<file path="src/rtl/imem_uart_loader.sv">
// imem_uart_loader: receives a program image over an 8N1 UART line and writes
// it word by word into the instruction memory, holding the CPU in reset until
// the image is complete. Image: A5, count (16-bit LE), then count words (LE).
module imem_uart_loader #(
    parameter int          CLKS_PER_BIT = 868,
    parameter logic [31:0] BASE_ADDR    = 32'h0000_0000,
    parameter int          DEPTH        = 16384
) (
    input  logic        clk,
    input  logic        reset,
    input  logic        uart_rx,
    output logic        imem_wen,
    output logic [31:0] imem_wadr,
    output logic [31:0] imem_wdat,
    output logic        cpu_hold,
    output logic        load_done,
    output logic        load_err,
    output logic [15:0] words_loaded
);

    localparam int               CNT_W     = $clog2(CLKS_PER_BIT);
    localparam logic [CNT_W-1:0] BIT_LAST  = CNT_W'(CLKS_PER_BIT - 1);
    localparam logic [CNT_W-1:0] HALF_LAST = CNT_W'(CLKS_PER_BIT / 2 - 1);
    localparam logic [16:0]      DEPTH_W   = 17'(DEPTH);

    localparam logic [1:0] RX_IDLE  = 2'd0;
    localparam logic [1:0] RX_START = 2'd1;
    localparam logic [1:0] RX_DATA  = 2'd2;
    localparam logic [1:0] RX_STOP  = 2'd3;

    localparam logic [2:0] LD_SYNC   = 3'd0;
    localparam logic [2:0] LD_CNT_LO = 3'd1;
    localparam logic [2:0] LD_CNT_HI = 3'd2;
    localparam logic [2:0] LD_DATA   = 3'd3;
    localparam logic [2:0] LD_DONE   = 3'd4;

    // Receiver state
    logic             sync1_q, sync1_d, sync2_q, sync2_d, prev_q, prev_d;
    logic [1:0]       rx_state_q, rx_state_d;
    logic [CNT_W-1:0] clk_cnt_q, clk_cnt_d;
    logic [2:0]       bit_idx_q, bit_idx_d;
    logic [7:0]       shift_q, shift_d;
    logic             rx_valid_q, rx_valid_d, rx_ferr_q, rx_ferr_d;

    // Loader state
    logic [2:0]  ld_state_q, ld_state_d;
    logic [15:0] count_q, count_d, consumed_q, consumed_d, words_q, words_d;
    logic [1:0]  byte_idx_q, byte_idx_d;
    logic [31:0] asm_q, asm_d, addr_q, addr_d, wadr_q, wadr_d, wdat_q, wdat_d;
    logic        wen_q, wen_d, word_q, word_d, err_q, err_d;

    // Receiver next state: synchroniser, start qualification, bit-centre sampling
    always_comb begin
        // NOTE: every combinational output gets a default first, so no path can infer a latch.
        sync1_d    = uart_rx;
        sync2_d    = sync1_q;
        prev_d     = sync2_q;
        rx_state_d = rx_state_q;
        clk_cnt_d  = clk_cnt_q;
        bit_idx_d  = bit_idx_q;
        shift_d    = shift_q;
        rx_valid_d = 1'b0;
        rx_ferr_d  = 1'b0;
        case (rx_state_q)
            RX_IDLE: begin
                if (prev_q && !sync2_q) begin
                    rx_state_d = RX_START;
                    clk_cnt_d  = '0;
                end
            end
            RX_START: begin
                if (clk_cnt_q == HALF_LAST) begin
                    // A start bit that is high again at mid-bit was a glitch.
                    clk_cnt_d  = '0;
                    bit_idx_d  = 3'd0;
                    rx_state_d = sync2_q ? RX_IDLE : RX_DATA;
                end else begin
                    clk_cnt_d = clk_cnt_q + CNT_W'(1);
                end
            end
            RX_DATA: begin
                if (clk_cnt_q == BIT_LAST) begin
                    clk_cnt_d = '0;
                    shift_d   = {sync2_q, shift_q[7:1]};
                    bit_idx_d = bit_idx_q + 3'd1;
                    if (bit_idx_q == 3'd7) rx_state_d = RX_STOP;
                end else begin
                    clk_cnt_d = clk_cnt_q + CNT_W'(1);
                end
            end
            default: begin
                if (clk_cnt_q == BIT_LAST) begin
                    clk_cnt_d  = '0;
                    rx_state_d = RX_IDLE;
                    rx_valid_d = sync2_q;
                    rx_ferr_d  = !sync2_q;
                end else begin
                    clk_cnt_d = clk_cnt_q + CNT_W'(1);
                end
            end
        endcase
    end

    // Receiver registers; the line idles high so the synchroniser resets to 1
    always_ff @(posedge clk or negedge reset) begin
        // NOTE: state flops use non-blocking assignments so every flop samples pre-edge values.
        if (!reset) begin
            sync1_q    <= 1'b1;
            sync2_q    <= 1'b1;
            prev_q     <= 1'b1;
            rx_state_q <= RX_IDLE;
            clk_cnt_q  <= '0;
            bit_idx_q  <= 3'd0;
            shift_q    <= 8'd0;
            rx_valid_q <= 1'b0;
            rx_ferr_q  <= 1'b0;
        end else begin
            sync1_q    <= sync1_d;
            sync2_q    <= sync2_d;
            prev_q     <= prev_d;
            rx_state_q <= rx_state_d;
            clk_cnt_q  <= clk_cnt_d;
            bit_idx_q  <= bit_idx_d;
            shift_q    <= shift_d;
            rx_valid_q <= rx_valid_d;
            rx_ferr_q  <= rx_ferr_d;
        end
    end

    // Loader next state: image parsing, word assembly, write strobe, bookkeeping
    always_comb begin
        ld_state_d = ld_state_q;
        count_d    = count_q;
        consumed_d = consumed_q;
        words_d    = words_q;
        byte_idx_d = byte_idx_q;
        asm_d      = asm_q;
        addr_d     = addr_q;
        wadr_d     = wadr_q;
        wdat_d     = wdat_q;
        err_d      = err_q;
        wen_d      = 1'b0;
        word_d     = 1'b0;

        // The cycle after a word completes: advance counters, maybe finish.
        if (word_q) begin
            consumed_d = consumed_q + 16'd1;
            if (wen_q) begin
                words_d = words_q + 16'd1;
                addr_d  = addr_q + 32'd4;
            end
            if (consumed_q + 16'd1 == count_q) ld_state_d = LD_DONE;
        end

        if (rx_ferr_q && ld_state_q != LD_DONE) begin
            err_d      = 1'b1;
            ld_state_d = LD_SYNC;
            byte_idx_d = 2'd0;
            asm_d      = 32'd0;
        end else if (rx_valid_q) begin
            case (ld_state_q)
                LD_SYNC: begin
                    if (shift_q == 8'hA5) begin
                        words_d    = 16'd0;
                        consumed_d = 16'd0;
                        byte_idx_d = 2'd0;
                        addr_d     = BASE_ADDR;
                        ld_state_d = LD_CNT_LO;
                    end
                end
                LD_CNT_LO: begin
                    count_d[7:0] = shift_q;
                    ld_state_d   = LD_CNT_HI;
                end
                LD_CNT_HI: begin
                    count_d[15:8] = shift_q;
                    ld_state_d    = ({shift_q, count_q[7:0]} == 16'd0) ? LD_DONE : LD_DATA;
                end
                LD_DATA: begin
                    asm_d      = {shift_q, asm_q[31:8]};
                    byte_idx_d = byte_idx_q + 2'd1;
                    if (byte_idx_q == 2'd3) begin
                        word_d = 1'b1;
                        if ({1'b0, words_q} >= DEPTH_W) begin
                            err_d = 1'b1;
                        end else begin
                            wen_d  = 1'b1;
                            wadr_d = addr_q;
                            wdat_d = {shift_q, asm_q[31:8]};
                        end
                    end
                end
                default: ;
            endcase
        end
    end

    // Loader registers
    always_ff @(posedge clk or negedge reset) begin
        if (!reset) begin
            ld_state_q <= LD_SYNC;
            count_q    <= 16'd0;
            consumed_q <= 16'd0;
            words_q    <= 16'd0;
            byte_idx_q <= 2'd0;
            asm_q      <= 32'd0;
            addr_q     <= BASE_ADDR;
            wadr_q     <= BASE_ADDR;
            wdat_q     <= 32'd0;
            err_q      <= 1'b0;
            wen_q      <= 1'b0;
            word_q     <= 1'b0;
        end else begin
            ld_state_q <= ld_state_d;
            count_q    <= count_d;
            consumed_q <= consumed_d;
            words_q    <= words_d;
            byte_idx_q <= byte_idx_d;
            asm_q      <= asm_d;
            addr_q     <= addr_d;
            wadr_q     <= wadr_d;
            wdat_q     <= wdat_d;
            err_q      <= err_d;
            wen_q      <= wen_d;
            word_q     <= word_d;
        end
    end

    assign imem_wen     = wen_q;
    assign imem_wadr    = wadr_q;
    assign imem_wdat    = wdat_q;
    assign load_done    = (ld_state_q == LD_DONE);
    assign cpu_hold     = (ld_state_q != LD_DONE);
    assign load_err     = err_q;
    assign words_loaded = words_q;

endmodule

</file>
<file path="config.mk">
export PLATFORM = sky130hd
export DESIGN_NAME = imem_uart_loader
export DESIGN_NICKNAME = d
export VERILOG_FILES = /design/src/rtl/imem_uart_loader.sv
export SDC_FILE = /design/constraint.sdc
export NUM_CORES = 1
export LEC_CHECK = 0
export BUFFER_PORTS_ARGS = -buffer_cell sky130_fd_sc_hd__buf_2
export CAP_MARGIN = 20
export CORE_AREA = 2 2 183 95
export DETAILED_ROUTE_END_ITERATION = 8
export DIE_AREA = 0 0 185 97
export GPL_ROUTABILITY_DRIVEN = 0
export PLACE_DENSITY = 0.75
export SLEW_MARGIN = 40
export SYNTH_ARGS = -nofsm -noshare
export SYNTH_HDL_FRONTEND = slang
export SYNTH_SLANG_ARGS = --single-unit
export TNS_END_PERCENT = 5
</file>
<file path="constraint.sdc">
create_clock -name clk -period 3.1 [get_ports clk]
set_input_delay 0 -clock clk [delete_from_list [all_inputs] [get_ports clk]]
set_output_delay 0 -clock clk [all_outputs]
set_load 0.03 [all_outputs]
</file>
==> impl_results.md <==
- Synth unique cells: 62
- Leading post-synthesis cells by cell area: dfrtp_1, mux2_2, xor2_1
- M3 GR Usage: 0.0471
- Share of layout cells above drive strength 1: 0.258
- Final Hold Viols: 0
- Global-route wire length before repair: around 29 mm
- Vias after detailed routing: 5900
- Maximum clock frequency: 412 MHz
- Final period util: 0.783
- Initial Util: 0.550
- Vias in the first global route: slightly below 6k
- Die X: 185 um
- Die H: 97 um
- Final setup viols: 0
- Global routing usage on met2: 0.319
- Overall routing resource usage: 0.201
- Grt ovf: 0
- Combinational share of power: 0.048
- Met1 Use GR: 0.282
- Post-Layout Cell Count: 1082
- Core area: between 15000 and 20000 um2
- Worst min path class: input pin to flip-flop
- Clock Path Buffers: 2
- Antenna cells: 0
- Lkg Pwr: ~5.2 nW
- Sequential share of the synthesized area: 0.563
- Asr flop ratio synth: 1.00
- Switch Pwr: 0.00125 W
- Cell Chain, Critical Path: ha_1 -> nor4bb_1 -> nand3_1 -> nor2_1 -> mux2_2 -> nor2b_1 -> mux2_2
- H-tree depth: 4
- DRT Wirelength: 17.1 mm
- Clk slew on worst S/H paths: 0.08 ns
- 1st-iter DRT viols: 405
- Power density cells: approximately 500 nW/um2
- Worst path bufs/invs: 0
- Mapped cell area: 8900 um2
- YS warnings: 0
- RSZ-0062 raised after global routing: no
- Avg WL per Cell: about 16 um
- Clk root buf: clkbuf_16
- Tmin final: ~2.4 ns
- Max VDD drop: 366 uV
- Post-synth EDFFs: 0
- Setup bufs post-CTS: 0
- Largest net degree at the start of global routing: 100
- Dpl hpwl: 11.5 mm
- CP peak stage delay: about 0.4 ns
- CP max stage cell: dfrtp_1
- Cell mode on critical path: mux2_2
- Final Skew: 0.0155 ns
- Critical path's top delay family: simple AND/OR/NAND/NOR gates
- Internal: 0.00390 W
- CTS buffer count: 17
- Setup TNS: 0 ns
- CTS tree: yes
- DR DRC count: 0
- Status: finished clean
- Post-synth top area share: 0.554
- Initial antenna violation count: 0
- Post-Syn Instances: 760
- Most frequent cells in the layout: dfrtp_1, nor2_1, buf_2, mux2_2, xor2_1
- Commonest non-fill, non-tap cell in the layout: dfrtp_1
- Switch share: 0.242
- Seq pwr share: 0.527
- Avg Inst Size Synth: approximately 12 um2
- Area grow syn2layout: 14.7%
- Pre-antenna DRT Iters: 4
- Crit-path max FO: 15
- Number of port buffers: 84
- Clock sink total: 200
- Clock power share: 0.425
- Vias per inst: 5.45
- Crit path required time: 3.42 ns
- Yosys reg bits: 200
- I/O pin cnt: 87
- Post-DRT Antenna Nets: 0
- Slew headroom: 0.577
- Top FF cell, synth: dfrtp_1
- CP Launch Type: flip-flop
- Critical path endpoint category: flip-flop
- Maxcap violations: 0
- Worst-margin pin slew: 0.634 ns
- Placed cells: ~1.0k
- WP data arrival: 2.74 ns
- Busiest grt layer: met2
- Row cnt: 33
- Die ar.: 17900 um2
- Worst-Skew Late Latency: 0.42 ns
- Final Slew Violations: 0
- Post-layout net count: 853
- Setup CP Type: flip-flop to flip-flop
- Area leader, netlist: dfrtp_1
## registers in the layout, indices dropped and copies added (netlist names), 2 cells and up
signal and flops:
words_loaded 16, byte_idx_q 2, asm_q 24, ld_state_q 3, addr_q 30, count_q 16
imem_wadr 30, shift_q 8, clk_cnt_q 10, bit_idx_q 3, rx_state_q 2, imem_wdat 32
consumed_q 16
## final cells by class
class,count,area (um2)
fill,1242,5980
sequential,200,5010
multi-input combinational,516,3700
timing repair buffer,98,579
clock buffer,19,433
tap,227,284
clock inverter,13,161
inverter,9,33.8
## metrics by stage
step | instance area (um2) | hold WS [ns] | worst slack, ns | power (W) | utilization
after floorplan | 8900 | -0.296 | 1.07 | 0.00290 | -
after global placement | 9550 | 0.108 | 0.800 | 0.00299 | 0.590
after detailed placement | 9550 | 0.107 | 0.702 | 0.00301 | 0.590
after CTS | 10200 | 0.201 | 0.686 | 0.00519 | 0.628
after global routing | 10200 | 0.208 | 0.437 | 0.00537 | 0.630
final | 10200 | 0.213 | 0.672 | 0.00515 | 0.630
## power groups by stage
stage	Combinational (W)	Clock, W	Sequential (W)
2_1_floorplan	0.000159	0	0.00274
3_3_place_gp	0.000232	0	0.00276
3_5_place_dp	0.000246	0	0.00276
4_1_cts	0.000248	0.00223	0.00271
5_1_grt	0.000294	0.00236	0.00272
6_report	0.000248	0.00219	0.00271
## synthesized netlist by cell type, types with 3 or more instances
cell type	n
a21oi_1	16
a22o_1	26
and2_1	4
and3_1	15
and4_1	5
buf_2	10
clkbuf_1	22
dfrtp_1	197
dfstp_2	3
ha_1	8
inv_1	9
mux2_1	7
mux2_2	81
nand2_1	45
nand2b_1	7
nand3_1	33
nand4_1	14
nor2_1	83
nor2b_1	6
nor3_1	4
nor3b_1	3
nor4_1	6
nor4bb_1	3
o2111ai_1	3
o21ai_0	23
or3_1	7
xnor2_1	25
xor2_1	52
## kinds of logic after synthesis
| family | after synthesis | synth area share |
|---|---|---|
| XOR/XNOR | 77 | 0.0758 |
| other | 1 | 0.000422 |
| multiplexers | 90 | 0.114 |
| flip-flops | 200 | 0.563 |
| AND/OR/NAND/NOR | 249 | 0.141 |
| AO/OA/AOI/OAI | 89 | 0.0703 |
| buffers and inverters | 45 | 0.0229 |
| adder cells (fa/ha/maj) | 9 | 0.0124 |
## what timing repair did
item | in CTS | in global routing
resized for setup | 0 | 0
hold buffers | 2 | 1
hold endpoints to repair | 97 | 13
## layer usage
| metal | vias to the layer above | share of wire |
|---|---|---|
| met5 | - | 0 |
| met4 | 0 | 0.0098 |
| met3 | 15 | 0.039 |
| met2 | 98 | 0.48 |
| met1 | 2957 | 0.47 |
| li1 | 2830 | - |
## worst paths after layout
kind,startpoint,slack [ns],end,cells past startpoint
worst max-delay path,clk_cnt_q[0],0.67,rx_state_q[0],7
worst min-delay path,uart_rx,0.21,sync1_q,2
worst max register to register,clk_cnt_q[0],0.67,rx_state_q[0],7
worst min register to register,sync1_q,0.36,prev_d,0
max in group asynchronous,reset,1.61,consumed_q[11],5
min in group asynchronous,reset,0.52,clk_cnt_q[3],3
Power figures use the tool's default switching activity.
